==> src/rtl/logic_unit_pipe.sv <==
// Two-stage valid/ready bitwise logic unit with result flags and a transfer counter.
// Define LOGIC_UNIT_PARITY_EN to add a registered parity output alongside C.
module logic_unit_pipe #(
    parameter int WIDTH = 8,
    parameter int CNT_W = 16
) (
    input  logic             clk,
    input  logic             rst,
    input  logic [WIDTH-1:0] A,
    input  logic [WIDTH-1:0] B,
    input  logic [2:0]       op,
    input  logic             in_valid,
    output logic             in_ready,
    output logic [WIDTH-1:0] C,
    output logic             zero,
    output logic             ones,
    output logic             out_valid,
    input  logic             out_ready,
    output logic [CNT_W-1:0] done_cnt
`ifdef LOGIC_UNIT_PARITY_EN
    ,
    output logic             parity
`endif
);

    // Each opcode is a 2-input truth table indexed by {a_bit, b_bit}.
    function automatic logic [3:0] op_table(input logic [2:0] code);
        logic [3:0] tt;
        tt = 4'b0000;
        case (code)
            3'd0: tt = 4'b1000;  // AND
            3'd1: tt = 4'b1110;  // OR
            3'd2: tt = 4'b0110;  // XOR
            3'd3: tt = 4'b0111;  // NAND
            3'd4: tt = 4'b0001;  // NOR
            3'd5: tt = 4'b1001;  // XNOR
            3'd6: tt = 4'b0011;  // NOT A
            3'd7: tt = 4'b1100;  // PASS A
            default: tt = 4'b0000;
        endcase
        return tt;
    endfunction

    logic             s1_valid_reg;
    logic [WIDTH-1:0] a_reg;
    logic [WIDTH-1:0] b_reg;
    logic [2:0]       op_reg;

    logic [WIDTH-1:0] c_reg;
    logic             zero_reg;
    logic             ones_reg;
    logic             out_valid_reg;
    logic [CNT_W-1:0] done_cnt_reg;

    logic             in_xfer;
    logic             out_xfer;
    logic             s2_load;
    logic [3:0]       tt_sel;
    logic [WIDTH-1:0] result_next;
    logic             zero_next;
    logic             ones_next;

    assign in_ready = !s1_valid_reg || !out_valid_reg || out_ready;
    assign in_xfer  = in_valid && in_ready;
    assign out_xfer = out_valid_reg && out_ready;
    assign s2_load  = s1_valid_reg && (!out_valid_reg || out_ready);

    assign tt_sel = op_table(op_reg);

    generate
        for (genvar gi = 0; gi < WIDTH; gi++) begin : g_bit
            assign result_next[gi] = tt_sel[{a_reg[gi], b_reg[gi]}];
        end
    endgenerate

    assign zero_next = ~|result_next;
    assign ones_next = &result_next;

    // Operand registers carry no reset; s1_valid_reg qualifies them.
    always_ff @(posedge clk) begin
        if (in_xfer) begin
            a_reg  <= A;
            b_reg  <= B;
            op_reg <= op;
        end
    end

    always_ff @(posedge clk) begin
        if (rst) begin
            s1_valid_reg  <= 1'b0;
            out_valid_reg <= 1'b0;
            c_reg         <= '0;
            zero_reg      <= 1'b0;
            ones_reg      <= 1'b0;
            done_cnt_reg  <= '0;
        end else begin
            if (in_xfer) begin
                s1_valid_reg <= 1'b1;
            end else if (s2_load) begin
                s1_valid_reg <= 1'b0;
            end

            if (s2_load) begin
                out_valid_reg <= 1'b1;
                c_reg         <= result_next;
                zero_reg      <= zero_next;
                ones_reg      <= ones_next;
            end else if (out_xfer) begin
                out_valid_reg <= 1'b0;
            end

            if (out_xfer) begin
                done_cnt_reg <= done_cnt_reg + CNT_W'(1);
            end
        end
    end

`ifdef LOGIC_UNIT_PARITY_EN
    logic parity_reg;

    always_ff @(posedge clk) begin
        if (rst) begin
            parity_reg <= 1'b0;
        end else if (s2_load) begin
            parity_reg <= ^result_next;
        end
    end

    assign parity = parity_reg;
`endif

    assign C         = c_reg;
    assign zero      = zero_reg;
    assign ones      = ones_reg;
    assign out_valid = out_valid_reg;
    assign done_cnt  = done_cnt_reg;

endmodule

==> config.mk <==
export PLATFORM = sky130hd
export DESIGN_NAME = logic_unit_pipe
export DESIGN_NICKNAME = d
export VERILOG_FILES = /design/src/rtl/logic_unit_pipe.sv
export SDC_FILE = /design/constraint.sdc
export NUM_CORES = 1
export LEC_CHECK = 0
export CORE_MARGIN = 2
export CORE_UTILIZATION = 49
export CTS_CLUSTER_SIZE = 14
export DETAILED_ROUTE_END_ITERATION = 6
export PLACE_DENSITY = 0.79
export RECOVER_POWER = 100
export SETUP_SLACK_MARGIN = 0.02
export SYNTH_ARGS = -nofsm -noshare
export SYNTH_HDL_FRONTEND = slang
export SYNTH_SLANG_ARGS = --single-unit
==> constraint.sdc <==
create_clock -name clk -period 1.78 [get_ports clk]
set_clock_uncertainty 0.05 [all_clocks]
set_input_delay 0.356 -clock clk [delete_from_list [all_inputs] [get_ports clk]]
set_output_delay 0.356 -clock clk [all_outputs]
set_load 0.1 [all_outputs]
==> flow_metrics.py <==
metrics = {
    "setup_path": {
        "crit_required_ns": 1.93,
        "worstPathArrival_ns": 1.84,
        "ff2ff_setup_slack_ns": 0.15,
        "cp-end-kind": "register",
        "timing.rr.start": "out_valid",
        "reg2reg_to": "tt_sel[2]",
        "path_class": "in -> reg",
        "reg2reg_depth": 5,
        "cp_max_fo": 7,
        "crit_path_start_kind": "input pin",
    },
    "synthesis": {
        "yosysTopAreaCell": "dfxtp_1",
        "syn_nets": 206,
        "synth_seq_cells": 51,
        "synth_area_per_cell_um2": 11.6,
        "synthArstFlopShare": 0,
        "synth.area.top_cells": "dfxtp_1 30%, edfxtp_1 27%, mux4_2 8.5%",
        "netlist_area_um2": 2120,
        "ys.warnings.count": 0,
        "synth_edf_count": 19,
        "ys_types": 32,
        "ys.flop_type": "dfxtp_1",
        "synthesis.instances": 182,
        "ys_seq_area_frac": 0.572,
        "synth_top_area_share": 0.302,
    },
    "worst_hold_path": {
        "min_from": "zero",
        "whs_endpoint": "zero",
        "whs_path_depth": 2,
        "holdCritPathClass": "reg -> reg",
    },
    "layout": {
        "layout_commonest_cell": "clkbuf_2",
        "drive_above_1_share": 0.290,
        "nFillCells": 326,
        "largest_register_ffs": 16,
        "final_cell_mix": "24 x clkbuf_2, 21 x dfxtp_1, 21 x dlygate4sd3_1",
        "syn_to_final_growth_pct": 34.9,
        "fin_util": 0.699,
        "insertedDiodeCount": 0,
        "finish.net_count": 271,
    },
    "global_route": {
        "grt_max_degree": 29,
        "grt_pass1_wl_um": 7290,
        "grt_remaining_overflow": 0,
        "grt_util_all_layers": 0.193,
        "antenna_found_initial": 0,
        "grt_pass1_vias": 1616,
    },
    "clocking": {
        "clock_latency_ns": 0.30,
        "clockBufferDepth": 2,
        "h-tree-depth": 2,
        "clock-sinks": 51,
        "hold_buffers": 0,
        "tritoncts": "yes",
        "clk_pin_slew_worst_paths_ns": 0.09,
        "cts_made_buffers": 5,
        "cts-root-buf": "clkbuf_8",
    },
    "placed_design": {
        "port_buffers": 50,
        "place_congestion": 0.786,
        "place_worst_setup_slack_ns": -0.420,
        "hpwl_um": 3320,
    },
    "sta": {
        "setup_tns_ns": 0,
        "timing.fmax_ghz": 0.591,
        "slew_viol_final": 0,
        "final.period_utilization": 0.951,
        "slew_headroom": 0.626,
        "fin_crit_ns": 1.69,
        "rsz0062_at_grt": "false",
        "hold_viol": 0,
        "worst_slack_ns": 0.0878,
        "tightestPinTransition_ns": 0.563,
        "setup_viol": 0,
    },
    "flow_run": {
        "max_cap_violations": 0,
    },
    "route": {
        "ant_nets": 0,
        "drtIter0Drc": 91,
        "wire_per_inst_um": 15.1,
        "via_count": 1656,
        "routed_wl_um": 4500,
        "vias_per_cell": 5.56,
        "first_pass_iters": 4,
        "remaining_drc_errors": 0,
    },
    "power": {
        "sw_frac_of_total": 0.261,
        "powerDensity_nw_per_um2": 847,
        "p_switching_uw": 631,
        "pwr-share-clk": 0.316,
        "total_leakage_power_nw": 1.10,
        "ir_drop_v": 0.000686,
        "comb_power_share": 0.148,
        "p_seq_frac": 0.536,
        "p_int_mw": 1.79,
    },
    "floorplan": {
        "num_rows": 23,
        "core_um2": 4090,
        "die_y_um": 69.8,
        "initial_core_util": 0.518,
        "die_area_um2": 4870,
        "ios": 51,
        "die_width_um": 69.8,
    },
    "run_status": {
        "status": "finished, final reports clean",
    },
}
area by class of cell:
cell class              instances  area [um^2]  area share
clock inverters                 1         5.00     0.00175
repair buffers                 65          546       0.191
inverters                       4         15.0     0.00525
clock buffers                   7          108      0.0377
well taps                      50         62.6      0.0219
multi-input cells             120          870       0.304
flip-flops and latches         51         1250       0.438
timing repair:
| action | CTS | global route |
|---|---|---|
| endpoints found under the hold margin | 0 | 0 |
| resized for setup | 1 | 1 |
| endpoints found under the setup margin | 9 | 1 |
| setup buffers | 2 | 0 |
metrics by stage:
| stage | area, um^2 | hold slack [ns] | power, mW | instances |
|---|---|---|---|---|
| after floorplan | 2170 | 0.405 | 1.57 | 182 |
| after global placement | 3090 | 0.430 | 1.74 | 288 |
| after detailed placement | 3090 | 0.439 | 1.76 | 288 |
| after CTS | 3220 | 0.452 | 2.51 | 298 |
| after global routing | 2860 | 0.424 | 2.52 | 298 |
| final | 2860 | 0.411 | 2.42 | 298 |
logic make-up after synthesis:
logic type	Yosys count	share of synthesized area
simple gates	70	0.180
xor+xnor	11	0.0455
mux	11	0.0998
compound gates	26	0.0691
flops	51	0.572
fa+ha+maj	2	0.0112
buf+inv	11	0.0230
how the worst max path moves through the flow:
stage                 from            to  slack [ns]  depth (start not counted)
6_report         out_ready     tt_sel[2]        0.09                          6
4_1_cts        done_cnt[4]  done_cnt[13]        0.09                          4
2_1_floorplan    out_valid     tt_sel[2]       -0.84                          4
3_5_place_dp     out_ready  done_cnt[13]       -0.42                          5
5_1_grt          out_ready     tt_sel[2]        0.03                          6
3_3_place_gp     out_ready  done_cnt[13]       -0.35                          5
power groups by stage:
stage               clock network (mW)  logic, mW  registers [mW]
CTS                              0.781      0.425            1.31
detailed placement                   0      0.423            1.33
global placement                     0      0.412            1.33
finish                           0.765      0.357            1.30
global route                     0.833      0.384            1.31
floorplan                            0      0.149            1.42
worst max-delay path, cell delays in order:
cell	delay (ns)
dlygate4sd2_1	0.30
nand3b_1	0.27
clkbuf_4	0.18
and3_1	0.15
or2_1	0.24
maj3_1	0.35
Yosys cell counts, types with 2 or more instances:
master	count
inv_1	4
nand4_1	8
clkbuf_1	4
edfxtp_1	19
xor2_1	11
or2_1	2
nor4_1	2
o31ai_1	4
or3_1	2
nand2_4	2
and2_1	2
dfxtp_1	32
and4_1	2
a21oi_1	18
nor2_1	11
a21boi_0	2
mux2i_1	2
nand3_1	14
and3_1	3
or4_1	4
buf_1	2
mux4_2	8
nand2_1	15
per-layer routing:
| layer | global-route usage | vias to the layer above | share of wire | wire, um |
|---|---|---|---|---|
| met5 | 0 | - | 0 | 0 |
| li1 | - | 809 | - | - |
| met1 | 0.195 | 796 | 0.40 | 1810 |
| met3 | 0.0509 | 8 | 0.037 | 167 |
| met4 | 0.0726 | 0 | 0.018 | 80 |
| met2 | 0.372 | 43 | 0.54 | 2450 |
Power figures use the tool's default switching activity.
